## src/rtl/rf_write_ctrl.sv

```systemverilog
// rf_write_ctrl: round-robin owner of the register-file write port for requesters A and B.
// Define RF_CLEAR_EN to zero every register after reset before any write is accepted.
module rf_write_ctrl #(
  parameter int W = 8,
  parameter int D = 4
) (
  input  logic         CLK,
  input  logic         Reset,
  input  logic         a_valid,
  input  logic [D-1:0] a_addr,
  input  logic [W-1:0] a_data,
  output logic         a_ready,
  input  logic         b_valid,
  input  logic [D-1:0] b_addr,
  input  logic [W-1:0] b_data,
  output logic         b_ready,
  output logic         rf_write_en,
  output logic [D-1:0] rf_waddr,
  output logic [W-1:0] rf_data_in,
  output logic         busy,
  output logic         last_grant
);

  localparam logic PTR_A = 1'b0;
  localparam logic PTR_B = 1'b1;

  logic         ptr_q, ptr_d;
  logic         last_grant_q, last_grant_d;
  logic         rf_write_en_q, rf_write_en_d;
  logic [D-1:0] rf_waddr_q, rf_waddr_d;
  logic [W-1:0] rf_data_in_q, rf_data_in_d;
  logic         run;
  logic         a_fire, b_fire;

`ifdef RF_CLEAR_EN
  typedef enum logic {CLEAR, RUN} state_t;
  state_t       state_q, state_d;
  logic [D-1:0] cnt_q, cnt_d;

  assign run  = (state_q == RUN);
  assign busy = (state_q == CLEAR);
`else
  assign run  = 1'b1;
  assign busy = 1'b0;
`endif

  // Readies never look at their own valid, so a requester cannot loop valid on ready.
  assign a_ready = run && (!b_valid || (ptr_q == PTR_A));
  assign b_ready = run && (!a_valid || (ptr_q == PTR_B));
  assign a_fire  = a_valid && a_ready;
  assign b_fire  = b_valid && b_ready;

  always_comb begin
    ptr_d         = ptr_q;
    last_grant_d  = last_grant_q;
    rf_write_en_d = 1'b0;
    rf_waddr_d    = rf_waddr_q;
    rf_data_in_d  = rf_data_in_q;
`ifdef RF_CLEAR_EN
    state_d = state_q;
    cnt_d   = cnt_q;
    if (state_q == CLEAR) begin
      rf_write_en_d = 1'b1;
      rf_waddr_d    = cnt_q;
      rf_data_in_d  = '0;
      cnt_d         = cnt_q + 1'b1;
      if (cnt_q == {D{1'b1}}) begin
        state_d = RUN;
      end
    end
`endif
    // Readies are zero outside RUN, so a fire never collides with a clear write.
    if (a_fire) begin
      rf_write_en_d = 1'b1;
      rf_waddr_d    = a_addr;
      rf_data_in_d  = a_data;
      ptr_d         = PTR_B;
      last_grant_d  = 1'b0;
    end else if (b_fire) begin
      rf_write_en_d = 1'b1;
      rf_waddr_d    = b_addr;
      rf_data_in_d  = b_data;
      ptr_d         = PTR_A;
      last_grant_d  = 1'b1;
    end
  end

  always_ff @(posedge CLK) begin
    if (Reset) begin
      ptr_q         <= PTR_A;
      last_grant_q  <= 1'b0;
      rf_write_en_q <= 1'b0;
      rf_waddr_q    <= '0;
      rf_data_in_q  <= '0;
`ifdef RF_CLEAR_EN
      state_q       <= CLEAR;
      cnt_q         <= '0;
`endif
    end else begin
      ptr_q         <= ptr_d;
      last_grant_q  <= last_grant_d;
      rf_write_en_q <= rf_write_en_d;
      rf_waddr_q    <= rf_waddr_d;
      rf_data_in_q  <= rf_data_in_d;
`ifdef RF_CLEAR_EN
      state_q       <= state_d;
      cnt_q         <= cnt_d;
`endif
    end
  end

  assign rf_write_en = rf_write_en_q;
  assign rf_waddr    = rf_waddr_q;
  assign rf_data_in  = rf_data_in_q;
  assign last_grant  = last_grant_q;

endmodule

```

## config.mk

```make
export PLATFORM = sky130hd
export DESIGN_NAME = rf_write_ctrl
export DESIGN_NICKNAME = d
export VERILOG_FILES = /design/src/rtl/rf_write_ctrl.sv
export SDC_FILE = /design/constraint.sdc
export NUM_CORES = 1
export LEC_CHECK = 0
export CAP_MARGIN = 20
export CORE_AREA = 2 2 47 49
export CTS_CLUSTER_DIAMETER = 80
export DETAILED_ROUTE_END_ITERATION = 12
export DIE_AREA = 0 0 49 51
export GPL_ROUTABILITY_DRIVEN = 0
export PLACE_DENSITY = 0.75
export SLEW_MARGIN = 20
export SYNTH_ARGS = -nofsm -noshare
export SYNTH_HDL_FRONTEND = slang
export SYNTH_SLANG_ARGS = --single-unit
```

## constraint.sdc

```tcl
create_clock -name CLK -period 1.7 [get_ports CLK]
set_clock_uncertainty 0.2 [all_clocks]
set_input_delay 0.34 -clock CLK [delete_from_list [all_inputs] [get_ports CLK]]
set_output_delay 0.34 -clock CLK [all_outputs]
set_load 0.03 [all_outputs]
```

==> results of run 1 <==
## per-stage QoR
| step | TNS (ns) | area, um^2 |
|---|---|---|
| detailed placement | -6.64 | 1090 |
| floorplan | 0 | 628 |
| global route | 0 | 1110 |
| finish | 0 | 1110 |
| global placement | -5.88 | 1090 |
| CTS | 0 | 1110 |
## path summary, 6_finish.rpt
check             startpoint     endpoint  cells past startpoint
setup / recovery       Reset  rf_waddr[2]                      4
hold / removal         ptr_q        ptr_q                      2
setup reg to reg       ptr_q  rf_waddr[2]                      3
hold reg to reg        ptr_q        ptr_q                      2
## area by class of cell
class | count | area (um^2) | area share
Timing Repair Buffer | 48 | 450 | 0.405
Tap cell | 28 | 35.0 | 0.0315
Sequential cell | 15 | 300 | 0.270
Clock buffer | 4 | 26.3 | 0.0236
Multi-Input combinational cell | 37 | 299 | 0.269
## tightest hold or removal path, delay by kind of cell, from the launching register on
family	cells	cell delay (ns)
and+or+nand+nor	1	0.08
DFF	1	0.34
AOI/OAI and AO/OA	1	0.07
## report_power, final
group | switching [mW] | internal (mW)
combinational | 0.111 | 0.120
sequential | 0.0128 | 0.380
clock | 0.118 | 0.0910
total | 0.242 | 0.591
## routing by layer
| metal | GRT usage | vias to the layer above |
|---|---|---|
| li1 | - | 301 |
| met1 | 0.156 | 269 |
| met2 | 0.265 | 26 |
| met3 | 0.0380 | 4 |
| met4 | 0.0857 | 0 |
| met5 | 0 | - |
## sequential cells by signal (all words and copies together), names as in the netlist
signal,flops
rf_data_in,8
rf_waddr,4
ptr_q,1
rf_write_en,1
last_grant,1
## cell usage after synthesis (2+ instances only)
library cell,instances
sky130_fd_sc_hd__a221o_1,10
sky130_fd_sc_hd__and2_1,3
sky130_fd_sc_hd__a21oi_1,2
sky130_fd_sc_hd__and2_2,9
sky130_fd_sc_hd__buf_6,2
sky130_fd_sc_hd__dfxtp_1,15
sky130_fd_sc_hd__a221o_2,2
sky130_fd_sc_hd__nor2_1,3
## cells by family (layout without fill, tap and decap cells)
group,after synthesis,after routing,synth area share
DFF,15,15,0.478
other,1,1,0.00597
and+or+nand+nor,22,22,0.251
AOI/OAI and AO/OA,14,14,0.211
buffers and inverters,4,52,0.0538
## what timing repair did
item	CTS	global route
hold buffers	0	0
setup endpoints to repair	28	0
gates resized for setup	19	0
hold endpoints to repair	0	0
==> run_summary.xml, run 1 <==
<?xml version="1.0" encoding="UTF-8"?>
<metrics>
  <group name="outcome">
    <metric name="result_of_the_run" unit="">finished clean</metric>
  </group>
  <group name="logic_synthesis">
    <metric name="ys_warnings" unit="">0</metric>
    <metric name="syn_inst" unit="">56</metric>
    <metric name="synth-edff-count" unit="">0</metric>
    <metric name="synth.avg_cell_area" unit="um^2">11.2</metric>
    <metric name="yosys.area.top_type" unit="">sky130_fd_sc_hd__dfxtp_1</metric>
    <metric name="netlist-cell-type-count" unit="">18</metric>
    <metric name="yosys-top-cells-area" unit="">sky130_fd_sc_hd__dfxtp_1 48%, sky130_fd_sc_hd__a221o_1 16%, sky130_fd_sc_hd__and2_2 11%</metric>
    <metric name="dominantRegCellSynth" unit="">sky130_fd_sc_hd__dfxtp_1</metric>
    <metric name="synth_sequential_area_ratio" unit="">0.478</metric>
    <metric name="synth_top_area_share" unit="">0.478</metric>
    <metric name="ys_ff_latch" unit="">15</metric>
    <metric name="synth.net_count" unit="">84</metric>
    <metric name="synth_async_sr_flop_share" unit="">0</metric>
    <metric name="synthesis.area" unit="um^2">628</metric>
  </group>
  <group name="placement">
    <metric name="io_buffers" unit="">43</metric>
    <metric name="post-place-cells" unit="">128</metric>
    <metric name="dp_worst_setup_slack" unit="ns">-0.547</metric>
    <metric name="hpwlAfterDp" unit="mm">1.27</metric>
  </group>
  <group name="die">
    <metric name="fp.coreArea" unit="mm^2">0.00206</metric>
    <metric name="die-area" unit="mm^2">0.00250</metric>
    <metric name="ios" unit="">45</metric>
    <metric name="die_w" unit="um">49</metric>
    <metric name="floorplan.initialDensity" unit="">0.304</metric>
    <metric name="std_cell_rows" unit="">17</metric>
    <metric name="chipHeight" unit="um">51</metric>
  </group>
  <group name="critical_path">
    <metric name="critical_path.max_stage_delay" unit="ns">0.50</metric>
    <metric name="reg2reg_setup_slack" unit="ns">0.28</metric>
    <metric name="cp_num_buf_inv" unit="">2</metric>
    <metric name="worst_path_max_delay_cell" unit="">sky130_fd_sc_hd__clkdlybuf4s50_1</metric>
    <metric name="crit_required" unit="ns">1.67</metric>
    <metric name="start_kind" unit="">input pin</metric>
    <metric name="setup.worst_path.end_class" unit="">flip-flop</metric>
    <metric name="worstPathMaxFanout" unit="">12</metric>
    <metric name="crit_path_cell_trace" unit="">clkdlybuf4s50_1 &gt; buf_4 &gt; and3b_2 &gt; a221o_2</metric>
    <metric name="worstSetupPathType" unit="">input pin to flip-flop</metric>
    <metric name="worst-endpoint-arrival" unit="ns">1.63</metric>
    <metric name="critical_path.top_delay_family" unit="">buffers and inverters</metric>
  </group>
  <group name="final_layout">
    <metric name="layout_common_cells" unit="">25 x sky130_fd_sc_hd__clkdlybuf4s50_1, 16 x sky130_fd_sc_hd__dlygate4sd2_1, 15 x sky130_fd_sc_hd__dfxtp_1</metric>
    <metric name="fraction_of_layout_instances_using_a_drive_strength_above_1" unit="">0.250</metric>
    <metric name="number_of_antenna_diodes" unit="">0</metric>
    <metric name="mostFrequentLayoutCell" unit="">sky130_fd_sc_hd__clkdlybuf4s50_1</metric>
    <metric name="fillCellCount" unit="">209</metric>
    <metric name="stdcell_count" unit="">132</metric>
    <metric name="final_net_count" unit="">133</metric>
    <metric name="fin_util" unit="">0.539</metric>
    <metric name="synthToLayoutAreaGrowth" unit="%">76.9</metric>
  </group>
  <group name="routing">
    <metric name="drt-pass1-iter-count" unit="">2</metric>
    <metric name="wl_per_cell" unit="um">12.7</metric>
    <metric name="wl_met2" unit="um">831</metric>
    <metric name="wl" unit="mm">1.67</metric>
    <metric name="met3WireLength" unit="um">119</metric>
    <metric name="via_count" unit="">600</metric>
    <metric name="drc_errors" unit="">0</metric>
    <metric name="topRoutingLayerUsed" unit="">met4</metric>
    <metric name="routed_via_density" unit="">4.55</metric>
    <metric name="drt-met1-wl" unit="um">691</metric>
    <metric name="final_antenna_net_count" unit="">0</metric>
    <metric name="drt_iter0_markers" unit="">9</metric>
  </group>
  <group name="run">
    <metric name="maxCapViolCount" unit="">0</metric>
  </group>
  <group name="clock_tree">
    <metric name="cts.sink_count" unit="">15</metric>
    <metric name="number_of_buffers_inserted_to_repair_setup_after_cts" unit="">0</metric>
    <metric name="worstSkewPairLatency" unit="ns">0.28</metric>
    <metric name="ctsHtreeMaxLevel" unit="">1</metric>
    <metric name="cts_tree" unit="">yes</metric>
    <metric name="clk_root_buffer_cell" unit="">sky130_fd_sc_hd__clkbuf_4</metric>
    <metric name="cts_buffer_depth" unit="">2</metric>
    <metric name="cts.clk_slew.worst_paths" unit="ns">0.10</metric>
    <metric name="cts_made_buffers" unit="">3</metric>
  </group>
  <group name="global_routing">
    <metric name="grt_max_degree" unit="">13</metric>
    <metric name="antenna_found_initial" unit="">0</metric>
    <metric name="globalRouteTotalUtil" unit="">0.147</metric>
    <metric name="grt_overflow" unit="">0</metric>
    <metric name="grt_pass1_wl" unit="mm">2.77</metric>
    <metric name="grt_pass1_vias" unit="">614</metric>
  </group>
  <group name="sta">
    <metric name="slew_viol_final" unit="">0</metric>
    <metric name="setup_slack" unit="ns">0.0376</metric>
    <metric name="setup_viol" unit="">0</metric>
    <metric name="timing_worst_slew_pin_value" unit="ns">0.532</metric>
    <metric name="timing.hold.ws" unit="ns">0.329</metric>
    <metric name="rsz0062_at_grt" unit="">false</metric>
    <metric name="finalWorstPathRequiredPeriod" unit="ns">1.66</metric>
    <metric name="max_freq" unit="GHz">0.602</metric>
    <metric name="post_route_fraction_of_the_period_consumed_by_the_critical_path" unit="">0.978</metric>
    <metric name="final-hold-violation-count" unit="">0</metric>
    <metric name="maxSlewHeadroom" unit="">0.643</metric>
  </group>
  <group name="hold_path">
    <metric name="hold_path_class" unit="">flip-flop to flip-flop</metric>
  </group>
  <group name="power">
    <metric name="power.static_leakage" unit="nW">0.503</metric>
    <metric name="p_per_area" unit="mW/mm^2">749</metric>
    <metric name="peak_supply_drop" unit="mV">0.435</metric>
    <metric name="total_power" unit="mW">0.833</metric>
  </group>
</metrics>
Power figures use the tool's default switching activity.
==> run 2, diff against run 1 <==
MAX_ROUTING_LAYER = met4   (was default)
==> run_summary.xml, run 2 (same netlist as run 1, synthesis figures left out) <==
<?xml version="1.0" encoding="UTF-8"?>
<metrics>
  <group name="power">
    <metric name="power.static_leakage" unit="nW">0.503</metric>
    <metric name="total_power" unit="mW">0.833</metric>
    <metric name="p_per_area" unit="mW/mm^2">750</metric>
    <metric name="peak_supply_drop" unit="mV">0.435</metric>
  </group>
  <group name="sta">
    <metric name="setup_viol" unit="">0</metric>
    <metric name="post_route_fraction_of_the_period_consumed_by_the_critical_path" unit="">0.980</metric>
    <metric name="final-hold-violation-count" unit="">0</metric>
    <metric name="maxSlewHeadroom" unit="">0.638</metric>
    <metric name="timing_worst_slew_pin_value" unit="ns">0.539</metric>
    <metric name="max_freq" unit="GHz">0.600</metric>
    <metric name="fin_setup_tns" unit="ns">0</metric>
    <metric name="rsz0062_at_grt" unit="">false</metric>
    <metric name="finalWorstPathRequiredPeriod" unit="ns">1.67</metric>
    <metric name="slew_viol_final" unit="">0</metric>
  </group>
  <group name="critical_path">
    <metric name="worst_path_max_delay_cell" unit="">sky130_fd_sc_hd__clkdlybuf4s50_1</metric>
    <metric name="path_depth" unit="">4</metric>
    <metric name="r2r_cells" unit="">3</metric>
    <metric name="critical_path.top_delay_family" unit="">buffers and inverters</metric>
    <metric name="worstPathMaxFanout" unit="">12</metric>
    <metric name="crit_required" unit="ns">1.67</metric>
    <metric name="worstSetupStartpoint" unit="">Reset</metric>
    <metric name="crit-reg2reg-launch" unit="">ptr_q</metric>
    <metric name="r2r_end" unit="">rf_waddr[2]</metric>
    <metric name="setup.worst_path.end_class" unit="">flip-flop</metric>
    <metric name="worstSetupPathType" unit="">input pin to flip-flop</metric>
    <metric name="reg2reg_setup_slack" unit="ns">0.28</metric>
    <metric name="crit_path_cell_trace" unit="">clkdlybuf4s50_1 &gt; buf_4 &gt; and3b_2 &gt; a221o_2</metric>
    <metric name="cp_num_buf_inv" unit="">2</metric>
    <metric name="worst-endpoint-arrival" unit="ns">1.64</metric>
    <metric name="start_kind" unit="">input pin</metric>
    <metric name="critical_path.max_stage_delay" unit="ns">0.50</metric>
  </group>
  <group name="placement">
    <metric name="io_buffers" unit="">43</metric>
    <metric name="hpwlAfterDp" unit="mm">1.27</metric>
  </group>
  <group name="final_layout">
    <metric name="largest_register_ff_count" unit="">8</metric>
    <metric name="mostFrequentLayoutCell" unit="">sky130_fd_sc_hd__clkdlybuf4s50_1</metric>
    <metric name="layout_common_cells" unit="">25 x sky130_fd_sc_hd__clkdlybuf4s50_1, 16 x sky130_fd_sc_hd__dlygate4sd2_1, 15 x sky130_fd_sc_hd__dfxtp_1</metric>
    <metric name="final_net_count" unit="">133</metric>
    <metric name="fillCellCount" unit="">209</metric>
    <metric name="number_of_antenna_diodes" unit="">0</metric>
    <metric name="fraction_of_layout_instances_using_a_drive_strength_above_1" unit="">0.250</metric>
    <metric name="synthToLayoutAreaGrowth" unit="%">76.9</metric>
  </group>
  <group name="clock_tree">
    <metric name="cts_made_buffers" unit="">3</metric>
    <metric name="cts_buffer_depth" unit="">2</metric>
    <metric name="clk_root_buffer_cell" unit="">sky130_fd_sc_hd__clkbuf_4</metric>
    <metric name="ctsHtreeMaxLevel" unit="">1</metric>
    <metric name="worstSkewPairLatency" unit="ns">0.28</metric>
    <metric name="cts.sink_count" unit="">15</metric>
    <metric name="cts_tree" unit="">yes</metric>
    <metric name="cts.clk_slew.worst_paths" unit="ns">0.10</metric>
  </group>
  <group name="run">
    <metric name="maxCapViolCount" unit="">0</metric>
  </group>
  <group name="hold_path">
    <metric name="min_to" unit="">ptr_q</metric>
    <metric name="worst_hold_startpoint" unit="">ptr_q</metric>
    <metric name="min_delay_path_depth" unit="">2</metric>
    <metric name="hold_path_class" unit="">flip-flop to flip-flop</metric>
  </group>
  <group name="routing">
    <metric name="drc_errors" unit="">0</metric>
    <metric name="wl_per_cell" unit="um">12.6</metric>
    <metric name="drt_iter0_markers" unit="">9</metric>
    <metric name="drt-pass1-iter-count" unit="">2</metric>
    <metric name="via_count" unit="">599</metric>
    <metric name="wl" unit="mm">1.67</metric>
    <metric name="routed_via_density" unit="">4.54</metric>
    <metric name="final_antenna_net_count" unit="">0</metric>
  </group>
  <group name="outcome">
    <metric name="result_of_the_run" unit="">finished clean</metric>
  </group>
  <group name="global_routing">
    <metric name="antenna_found_initial" unit="">0</metric>
    <metric name="grt_max_degree" unit="">13</metric>
    <metric name="grt_pass1_wl" unit="mm">2.76</metric>
    <metric name="globalRouteTotalUtil" unit="">0.151</metric>
    <metric name="grt_pass1_vias" unit="">614</metric>
    <metric name="grt_overflow" unit="">0</metric>
  </group>
  <group name="die">
    <metric name="die_w" unit="um">49</metric>
    <metric name="fp.coreArea" unit="mm^2">0.00206</metric>
    <metric name="ios" unit="">45</metric>
    <metric name="die-area" unit="mm^2">0.00250</metric>
    <metric name="std_cell_rows" unit="">17</metric>
    <metric name="floorplan.initialDensity" unit="">0.304</metric>
    <metric name="chipHeight" unit="um">51</metric>
  </group>
</metrics>
==> run 2: cell counts in the layout (fill, tap and decap cells not counted) <==
Identical to the previous run, type by type.
==> run 2: per-layer routing <==
metal	up-vias	wire length (um)	GRT usage
met1	268	731	0.165
met2	26	831	0.265
met5	-	0	-
met3	4	76	0.0234
li1	301	-	-
met4	0	30	0.0857
==> run 2: power breakdown <==
group / internal (mW) / switching (mW)
sequential: 0.380 / 0.0128
clock: 0.0910 / 0.118
combinational: 0.120 / 0.111
==> run 2: worst max-delay path by stage <==
stage	endpoint	slack [ns]
after floorplan	rf_data_in[2]	0.16
after global placement	rf_data_in[6]	-0.48
after detailed placement	rf_data_in[1]	-0.55
after CTS	rf_waddr[2]	0.03
after global routing	rf_waddr[2]	0.01
final	rf_waddr[2]	0.03
==> run 2: tightest hold or removal path, delay by kind of cell, from the launching register on <==
kind               cells  cell delay (ns)
and+or+nand+nor        1             0.08
AOI/OAI and AO/OA      1             0.07
DFF                    1             0.34
==> run 2: timing repair <==
| item | in CTS | in global routing |
|---|---|---|
| endpoints found under the hold margin | 0 | 0 |
| resized for setup | 19 | 0 |
| hold buffers | 0 | 0 |
| setup buffers | 0 | 0 |
| endpoints found under the setup margin | 28 | 0 |
==> run 2: cell type report <==
class / instances / area [um^2] / area share
tap: 28 / 35.0 / 0.0315
clock buffer: 4 / 26.3 / 0.0236
timing repair buffer: 48 / 450 / 0.405
multi-input combinational: 37 / 299 / 0.269
sequential: 15 / 300 / 0.270
==> run 2: through the flow <==
step                      setup slack [ns]  std cells  hold slack, ns  area [um^2]  utilization
final                               0.0340        132           0.326         1110        0.539
after global routing                0.0114        132           0.347         1110        0.539
after CTS                           0.0322        132           0.329         1110        0.539
after detailed placement            -0.547        128           0.312         1090        0.529
after global placement              -0.485        128           0.272         1090        0.529
after floorplan                      0.162         56           0.209          628            -
==> run 3, diff against run 2 <==
CELL_PAD_IN_SITES_DETAIL_PLACEMENT = 0   (was default)
CELL_PAD_IN_SITES_GLOBAL_PLACEMENT = 1   (was default)
CORE_AREA = 2 2 56 58   (was 2 2 47 49)
DIE_AREA = 0 0 58 60   (was 0 0 49 51)
PLACE_DENSITY = default   (was 0.75)
PLACE_DENSITY_LB_ADDON = 0.1   (was default)
==> run_summary.xml, run 3 (same netlist as run 1, synthesis figures left out) <==
<?xml version="1.0" encoding="UTF-8"?>
<metrics>
  <group name="final_layout">
    <metric name="mostFrequentLayoutCell" unit="">sky130_fd_sc_hd__clkdlybuf4s50_1</metric>
    <metric name="number_of_antenna_diodes" unit="">0</metric>
    <metric name="fin_util" unit="">0.381</metric>
    <metric name="largest_register_ff_count" unit="">8</metric>
    <metric name="layout_common_cells" unit="">25 x sky130_fd_sc_hd__clkdlybuf4s50_1, 16 x sky130_fd_sc_hd__dlygate4sd2_1, 15 x sky130_fd_sc_hd__dfxtp_1</metric>
    <metric name="fillCellCount" unit="">293</metric>
    <metric name="fraction_of_layout_instances_using_a_drive_strength_above_1" unit="">0.252</metric>
    <metric name="final_net_count" unit="">132</metric>
    <metric name="synthToLayoutAreaGrowth" unit="%">76.3</metric>
  </group>
  <group name="critical_path">
    <metric name="reg2reg_setup_slack" unit="ns">0.30</metric>
    <metric name="worst-endpoint-arrival" unit="ns">1.63</metric>
    <metric name="start_kind" unit="">input pin</metric>
    <metric name="r2r_cells" unit="">3</metric>
    <metric name="crit-reg2reg-launch" unit="">ptr_q</metric>
    <metric name="worstSetupPathType" unit="">input pin to flip-flop</metric>
    <metric name="worstSetupStartpoint" unit="">Reset</metric>
    <metric name="worstPathMaxFanout" unit="">12</metric>
    <metric name="crit_required" unit="ns">1.67</metric>
    <metric name="setup.worst_path.end_class" unit="">flip-flop</metric>
    <metric name="r2r_end" unit="">rf_waddr[2]</metric>
  </group>
  <group name="run">
    <metric name="maxCapViolCount" unit="">0</metric>
  </group>
  <group name="routing">
    <metric name="drt-pass1-iter-count" unit="">4</metric>
    <metric name="drc_errors" unit="">0</metric>
    <metric name="wl" unit="mm">1.65</metric>
    <metric name="via_count" unit="">586</metric>
    <metric name="final_antenna_net_count" unit="">0</metric>
    <metric name="drt_iter0_markers" unit="">13</metric>
    <metric name="routed_via_density" unit="">4.31</metric>
    <metric name="wl_per_cell" unit="um">12.1</metric>
  </group>
  <group name="sta">
    <metric name="max_freq" unit="GHz">0.605</metric>
    <metric name="finalWorstPathRequiredPeriod" unit="ns">1.65</metric>
    <metric name="setup_viol" unit="">0</metric>
    <metric name="post_route_fraction_of_the_period_consumed_by_the_critical_path" unit="">0.973</metric>
    <metric name="slew_viol_final" unit="">0</metric>
    <metric name="timing_worst_slew_pin_value" unit="ns">0.583</metric>
    <metric name="final-hold-violation-count" unit="">0</metric>
    <metric name="setup_slack" unit="ns">0.0465</metric>
    <metric name="rsz0062_at_grt" unit="">false</metric>
    <metric name="maxSlewHeadroom" unit="">0.610</metric>
  </group>
  <group name="die">
    <metric name="floorplan.initialDensity" unit="">0.216</metric>
    <metric name="fp.coreArea" unit="mm^2">0.00290</metric>
    <metric name="die-area" unit="mm^2">0.00348</metric>
    <metric name="chipHeight" unit="um">60</metric>
    <metric name="die_w" unit="um">58</metric>
    <metric name="std_cell_rows" unit="">20</metric>
    <metric name="ios" unit="">45</metric>
  </group>
  <group name="clock_tree">
    <metric name="clk_root_buffer_cell" unit="">sky130_fd_sc_hd__clkbuf_4</metric>
    <metric name="cts_made_buffers" unit="">3</metric>
    <metric name="cts_buffer_depth" unit="">2</metric>
    <metric name="number_of_buffers_inserted_to_repair_setup_after_cts" unit="">0</metric>
    <metric name="cts.clk_slew.worst_paths" unit="ns">0.10</metric>
    <metric name="worstSkewPairLatency" unit="ns">0.28</metric>
    <metric name="ctsHtreeMaxLevel" unit="">1</metric>
    <metric name="cts_tree" unit="">yes</metric>
    <metric name="cts.sink_count" unit="">15</metric>
  </group>
  <group name="global_routing">
    <metric name="antenna_found_initial" unit="">0</metric>
    <metric name="grt_pass1_vias" unit="">535</metric>
    <metric name="grt_max_degree" unit="">13</metric>
    <metric name="grt_pass1_wl" unit="mm">2.58</metric>
    <metric name="globalRouteTotalUtil" unit="">0.105</metric>
    <metric name="grt_overflow" unit="">0</metric>
  </group>
  <group name="hold_path">
    <metric name="hold_path_class" unit="">flip-flop to flip-flop</metric>
    <metric name="min_delay_path_depth" unit="">2</metric>
    <metric name="worst_hold_startpoint" unit="">ptr_q</metric>
    <metric name="min_to" unit="">ptr_q</metric>
  </group>
  <group name="placement">
    <metric name="io_buffers" unit="">43</metric>
    <metric name="dp_worst_setup_slack" unit="ns">-0.708</metric>
    <metric name="hpwlAfterDp" unit="mm">1.22</metric>
  </group>
  <group name="power">
    <metric name="p_per_area" unit="mW/mm^2">744</metric>
    <metric name="peak_supply_drop" unit="mV">0.275</metric>
    <metric name="total_power" unit="mW">0.824</metric>
    <metric name="power.static_leakage" unit="nW">0.500</metric>
  </group>
  <group name="outcome">
    <metric name="result_of_the_run" unit="">finished clean</metric>
  </group>
</metrics>
-- run 3: stage by stage --
step / hold WS, ns / setup TNS, ns / cell area [um^2] / instances
after floorplan: 0.209 / 0 / 628 / 56
after global placement: 0.276 / -7.85 / 1090 / 132
after detailed placement: 0.280 / -8.56 / 1090 / 132
after CTS: 0.294 / 0 / 1110 / 136
after global routing: 0.324 / 0 / 1110 / 136
final: 0.296 / 0 / 1110 / 136
-- run 3: worst max path at each step --
stage / to / slack [ns] / depth (start not counted)
after floorplan: rf_data_in[2] / 0.16 / 4
after global placement: rf_data_in[0] / -0.65 / 4
after detailed placement: rf_data_in[0] / -0.71 / 4
after CTS: rf_waddr[2] / 0.05 / 4
after global routing: rf_data_in[7] / 0.01 / 4
final: rf_waddr[2] / 0.05 / 4
-- run 3: critical path, cell delays in order --
cell                              delay, ns
sky130_fd_sc_hd__clkdlybuf4s50_1       0.50
sky130_fd_sc_hd__buf_4                 0.14
sky130_fd_sc_hd__and3b_2               0.30
sky130_fd_sc_hd__a221o_2               0.35
-- run 3: report_power, final --
part	leakage [nW]	switching (mW)	internal, mW	total [mW]
clock	0.0177	0.117	0.0871	0.204
sequential	0.125	0.0113	0.380	0.391
combinational	0.357	0.111	0.118	0.229
total	0.500	0.239	0.585	0.824
-- run 3: per-layer routing --
metal,vias to the layer above,GRT usage,share of wire
li1,302,-,-
met1,258,0.136,0.48
met2,24,0.140,0.42
met3,2,0.0346,0.092
met4,0,0.0598,0.013
met5,-,-,0
-- run 3: timing repair --
item	in CTS	in global routing
resized for setup	18	0
endpoints found under the hold margin	0	0
hold buffers	0	0
setup endpoints to repair	28	0
-- run 3: area by class of cell --
| cell class | count | area, um^2 | share of cell area |
|---|---|---|---|
| multi-input combinational | 37 | 299 | 0.270 |
| clock inverter | 1 | 5.00 | 0.00452 |
| tap | 33 | 41.3 | 0.0373 |
| sequential | 15 | 300 | 0.271 |
| timing repair buffer | 47 | 439 | 0.397 |
| clock buffer | 3 | 22.5 | 0.0203 |
